**src/rtl/bist_pkg.sv**
```systemverilog
// Shared types and constants for the BIST scheduler slice: FSM state encoding,
// requester mode encodings and the engine's step/counter geometry.
package bist_pkg;

    typedef enum logic [2:0] {
        IDLE,
        START,
        WAIT,
        SETTLE,
        REPORT
    } sched_state_e;

    // Mode 1x (bit 1 set) means pattern 0 followed by pattern 1.
    localparam logic [1:0] MODE_PAT0 = 2'b00;
    localparam logic [1:0] MODE_PAT1 = 2'b01;

    localparam int BIST_N_STEPS = 17;
    localparam int BIST_CNT_W   = 5;

endpackage

```
**src/rtl/bist_rr_arb.sv**
```systemverilog
// Two-way round-robin arbiter: one-hot grant, pointer remembers the last
// requester served and only moves when a grant is actually taken.
module bist_rr_arb (
    input  logic       clk,
    input  logic       rst_n,
    input  logic [1:0] i_req,
    input  logic       i_advance,
    output logic [1:0] o_gnt
);

    logic r_last;

    // On a tie the requester that was not served last wins.
    always_comb begin
        o_gnt = i_req;
        if (i_req == 2'b11) begin
            o_gnt = r_last ? 2'b01 : 2'b10;
        end
    end

    // Reset value 1 makes requester 0 the first winner of a tie.
    always_ff @(posedge clk or negedge rst_n) begin
        if (!rst_n) begin
            r_last <= 1'b1;
        end else if (i_advance) begin
            r_last <= o_gnt[1];
        end
    end

endmodule

```
**src/rtl/bist_sched.sv**
```systemverilog
// Shares the BIST engine between the TAP (req 0) and power-on self-test (req 1).
// Optional WAIT watchdog enabled by defining BIST_SCHED_TIMEOUT_EN.
module bist_sched
    import bist_pkg::*;
#(
    parameter int N_STEPS     = BIST_N_STEPS,
    parameter int CNT_W       = BIST_CNT_W,
    parameter int TIMEOUT_CYC = 64
) (
    input  logic             clk,
    input  logic             rst_n,
    input  logic [1:0]       req_i,
    input  logic [1:0]       mode0_i,
    input  logic [1:0]       mode1_i,
    output logic [1:0]       gnt_o,
    output logic [1:0]       done_o,
    output logic             busy_o,
    output logic             pass_o,
    output logic [1:0]       result_o,
    output logic             timeout_o,
    output logic             bist_start_o,
    output logic             bist_pattern_o,
    input  logic             bist_success_i,
    input  logic [CNT_W-1:0] bist_duration_i
);

    sched_state_e r_state;
    sched_state_e w_next;

    logic       r_id;
    logic       r_both;
    logic       r_pat;
    logic [1:0] r_result;
    logic [1:0] r_exec;
    logic       r_pass;
    logic       r_timeout;

    logic [1:0] w_arbReq;
    logic [1:0] w_gnt;
    logic       w_grant;
    logic [1:0] w_mode;
    logic [1:0] w_resNext;
    logic [1:0] w_execNext;

`ifdef BIST_SCHED_TIMEOUT_EN
    localparam int TO_W = $clog2(TIMEOUT_CYC + 1);
    logic [TO_W-1:0] r_waitCnt;
    logic [TO_W-1:0] w_waitInc;
    assign w_waitInc = r_waitCnt + 1'b1;
`endif

    // Requests are only offered to the arbiter while idle and out of reset,
    // so a grant can never appear during a run or while rst_n is low.
    assign w_arbReq = (r_state == IDLE) ? (req_i & {2{rst_n}}) : 2'b00;
    assign w_grant  = |w_gnt;
    assign w_mode   = w_gnt[1] ? mode1_i : mode0_i;

    bist_rr_arb u_arb (
        .clk       (clk),
        .rst_n     (rst_n),
        .i_req     (w_arbReq),
        .i_advance (w_grant),
        .o_gnt     (w_gnt)
    );

    always_comb begin
        w_resNext         = r_result;
        w_execNext        = r_exec;
        w_resNext[r_pat]  = bist_success_i;
        w_execNext[r_pat] = 1'b1;
    end

    always_comb begin
        w_next       = r_state;
        bist_start_o = 1'b0;
        done_o       = 2'b00;
        case (r_state)
            IDLE:   if (w_grant) w_next = START;
            START: begin
                bist_start_o = 1'b1;
                w_next       = WAIT;
            end
            WAIT: begin
                if (bist_duration_i == CNT_W'(N_STEPS)) w_next = SETTLE;
`ifdef BIST_SCHED_TIMEOUT_EN
                else if (w_waitInc == TO_W'(TIMEOUT_CYC)) w_next = REPORT;
`endif
            end
            SETTLE: w_next = (r_both && !r_pat) ? START : REPORT;
            REPORT: begin
                done_o = r_id ? 2'b10 : 2'b01;
                w_next = IDLE;
            end
            default: w_next = IDLE;
        endcase
    end

    always_ff @(posedge clk or negedge rst_n) begin
        if (!rst_n) begin
            r_state <= IDLE;
        end else begin
            r_state <= w_next;
        end
    end

    // Run context: latched at grant, results folded in at each SETTLE.
    always_ff @(posedge clk or negedge rst_n) begin
        if (!rst_n) begin
            r_id      <= 1'b0;
            r_both    <= 1'b0;
            r_pat     <= 1'b0;
            r_result  <= 2'b00;
            r_exec    <= 2'b00;
            r_pass    <= 1'b0;
            r_timeout <= 1'b0;
        end else if (w_grant) begin
            r_id      <= w_gnt[1];
            r_both    <= w_mode[1];
            r_pat     <= (w_mode == MODE_PAT1);
            r_result  <= 2'b00;
            r_exec    <= 2'b00;
            r_pass    <= 1'b0;
            r_timeout <= 1'b0;
        end else if (r_state == SETTLE) begin
            r_result <= w_resNext;
            r_exec   <= w_execNext;
            if (w_next == REPORT) begin
                r_pass <= &(w_resNext | ~w_execNext);
            end else begin
                r_pat <= 1'b1;
            end
        end
`ifdef BIST_SCHED_TIMEOUT_EN
        else if (r_state == WAIT && w_next == REPORT) begin
            r_timeout <= 1'b1;
            r_pass    <= 1'b0;
        end
`endif
    end

`ifdef BIST_SCHED_TIMEOUT_EN
    // Counts completed WAIT cycles; held at zero outside WAIT.
    always_ff @(posedge clk or negedge rst_n) begin
        if (!rst_n) begin
            r_waitCnt <= '0;
        end else if (r_state == WAIT) begin
            r_waitCnt <= w_waitInc;
        end else begin
            r_waitCnt <= '0;
        end
    end
    assign timeout_o = r_timeout;
`else
    assign timeout_o = 1'b0;
`endif

    assign gnt_o          = w_gnt;
    assign busy_o         = (r_state != IDLE) || w_grant;
    assign pass_o         = r_pass;
    assign result_o       = r_result;
    assign bist_pattern_o = r_pat;

endmodule

```
**config.mk**
```make
export PLATFORM = sky130hd
export DESIGN_NAME = bist_sched
export DESIGN_NICKNAME = d
export VERILOG_FILES = /design/src/rtl/bist_pkg.sv /design/src/rtl/bist_rr_arb.sv /design/src/rtl/bist_sched.sv
export SDC_FILE = /design/constraint.sdc
export NUM_CORES = 1
export LEC_CHECK = 0
export BUFFER_PORTS_ARGS = -buffer_cell sky130_fd_sc_hd__buf_2
export CORE_AREA = 2 2 40 42
export DETAILED_ROUTE_END_ITERATION = 8
export DIE_AREA = 0 0 42 44
export GPL_TIMING_DRIVEN = 1
export HOLD_SLACK_MARGIN = 0.05
export PLACE_DENSITY = 0.81
export SLEW_MARGIN = 25
export SYNTH_ARGS = -nofsm -noshare
export SYNTH_HDL_FRONTEND = slang
export SYNTH_SLANG_ARGS = --single-unit
```
**constraint.sdc**
```tcl
create_clock -name clk -period 2.9 [get_ports clk]
set_clock_uncertainty 0.15 [all_clocks]
set_input_delay 0.87 -clock clk [delete_from_list [all_inputs] [get_ports clk]]
set_output_delay 0.87 -clock clk [all_outputs]
set_load 0.01 [all_outputs]
```
==> flow_summary.yaml <==
sta:
  finalHoldViolCount: 0
  final_max_slew_viol_count: 0
  period_minus_slack_ns: 2.57
  setup_violations: 0
  tns_ns: 0
  timing.final.crit_share_pct: 88.6
  fmax_mhz: 389
  fin_ws_ns: 0.330
  rsz0062_at_grt: "false"
layout:
  layout-drive-gt1-share_pct: 37.2
  syn_to_final_growth_pct: 22.6
  stdcell_count: 110
  final_nets: 109
  n_antenna_cell: 0
floorplanning:
  boundaryPins: 25
  die-height_um: 44
  core_area_sq_um: 1420
  initial_core_util_pct: 46.4
  die_x_um: 42
  rows: 14
  die_area_sq_um: 1850
power_and_ir_drop:
  peakVddDrop_v: 0.000463
  p_per_area_nw_per_um2: 962
  leakagePower_uw: 0.000407
clock_network:
  postCtsSetupRepairBufs: 0
  cts_buffers: 3
  root_buffer: "clkbuf_4"
  ctsResizeCount: 0
  clockBufferDepth: 2
  clock_sinks: 12
  cts_tree: "built"
  h-tree-depth: 1
  path_clk_slew_ns: 0.08
  clock_latency_ns: 0.27
  cts_hold_buf: 0
place:
  hpwl_mm: 1.03
  dpl_worst_slack_ns: 0.411
  place_inst: 106
  io_buffers: 23
  gp_congestion: 0.785
worst_setup_path:
  worstPathMaxFanout: 9
  crit_buf_inv: 2
  crit_arrival_ns: 1.55
  start_kind: "register"
  crit_path_max_incr_delay_ns: 0.49
  setup.worst_path.end_class: "output pin"
  critical_path_class: "register to output pin"
  crit_chain: "nor3_4 -> nand4_1 -> inv_1 -> buf_2"
  cpLargestDelayFamily: "simple AND/OR/NAND/NOR gates"
  required_ns: 1.88
  cp_slowest_cell: "dfrtp_1"
worst_hold_path:
  worstHoldPathType: "register to register"
detailed_routing:
  m1WireLength_um: 558
  via_count: 589
  first_pass_iters: 4
  top_layer_used: "met4"
  drt-wirelength-per-cell_um: 12.0
  route.met3.wl_um: 96
  wirelength_mm: 1.32
  post-route-drc-count: 0
  drtIter0Drc: 4
  wl_met2_um: 655
  via_per_inst: 5.35
  ant_nets: 0
yosys:
  synth_area_leaders: "dfrtp_1 42%, nand2_1 6.3%, nor2_1 5.1%, a21oi_1 4.6%, dfstp_2 4.0%"
  syn_area_sq_um: 658
  synth_seq_cells: 12
  synth_cells: 70
  ys.flop_type: "dfrtp_1"
  async_reset_ff_share_pct: 100
  synth_top_area_share_pct: 41.8
  yosysWarningCount: 0
  synth_edf_count: 0
  ys_types: 33
  ys_seq_area_share_pct: 45.8
  yosysTopAreaCell: "dfrtp_1"
  synth_fp_nets: 84
  postSynthAreaPerCell_sq_um: 9.40
status:
  status: "completed"
grt:
  grt_pass1_vias: 554
  antenna_found_initial: 0
  grt_max_degree: 12
  grt_pass1_wl_mm: 2.28
  grt_util_all_layers_pct: 16.8
  grt_overflow: 0
run:
  max_cap_violations: 0
-- cells in the final DEF, fill, tap and decap left out, types with 2 or more instances in the layout --
master    netlist  layout
nand3_1         2       2
a21oi_1         6       6
nor2_1          9       9
clkbuf_4        0       3
o21ai_0         3       3
buf_2           0      23
nand2_1        11      11
dfrtp_1        11      11
-- worst paths after layout --
check / startpoint / end / slack (ns) / cells after the start
min: r_exec[0] / r_exec[0] / 0.36 / 2
min in group asynchronous: rst_n / u_arb.r_last / 0.46 / 1
max reg2reg: r_state[0] / bist_pattern_o / 1.18 / 4
min reg2reg: r_exec[0] / r_exec[0] / 0.36 / 2
max: r_state[0] / gnt_o[1] / 0.33 / 4
max in group asynchronous: rst_n / r_state[0] / 1.97 / 2
-- cell type report --
class                   instances  area, sq um
fillers                       136          612
inverters                       1         3.75
flip-flops and latches         12          302
repair buffers                 24          123
clock buffers                   4         36.3
well taps                      16         20.0
multi-input cells              53          323
-- tightest hold or removal path, delay by kind of cell (launching register included) --
| family | cells | cell delay (ns) |
|---|---|---|
| flops | 1 | 0.35 |
| simple gates | 2 | 0.13 |
-- layer usage --
metal,up-vias,track usage (%)
met5,-,0
met4,0,5.81
met1,277,19.8
met2,19,28.1
met3,2,6.67
li1,291,-
-- kinds of logic (layout without fill, tap and decap cells) --
logic type	after synthesis	after routing	synth area share, %
xor+xnor	1	1	1.33
other cells	1	1	0.570
simple gates	35	35	31.4
flops	12	12	45.8
compound gates	15	15	14.3
mux	1	1	1.52
buf+inv	5	29	5.13
-- sequential cells by signal, summed over array words and instances (netlist names) --
name / flops
r_state: 3
r_exec: 2
u_arb.r_last: 1
result_o: 2
r_id: 1
bist_pattern_o: 1
r_both: 1
pass_o: 1
-- per-stage QoR --
stage          total power (uW)  hold slack [ns]  util (%)  area (sq um)
3_3_place_gp                644            0.332      54.3           771
6_report                    776            0.360      56.9           807
4_1_cts                     789            0.370      56.9           807
2_1_floorplan               575            0.312         -           658
3_5_place_dp                653            0.351      54.3           771
5_1_grt                     848            0.403      56.9           807
-- cell usage after synthesis (2+ instances only) --
cell type / n
dfrtp_1: 11
nand2_1: 11
nor2_1: 9
a21oi_1: 6
o21ai_0: 3
buf_4: 2
nand3_1: 2
-- power breakdown --
| group | leakage (uW) | total (uW) | internal (uW) | switching, uW |
|---|---|---|---|---|
| Clock | 0.0000210 | 131 | 76.2 | 54.3 |
| Combinational | 0.000233 | 305 | 150 | 156 |
| Sequential | 0.000153 | 340 | 248 | 92.0 |
Note: power is estimated with default switching activity, not from simulation.
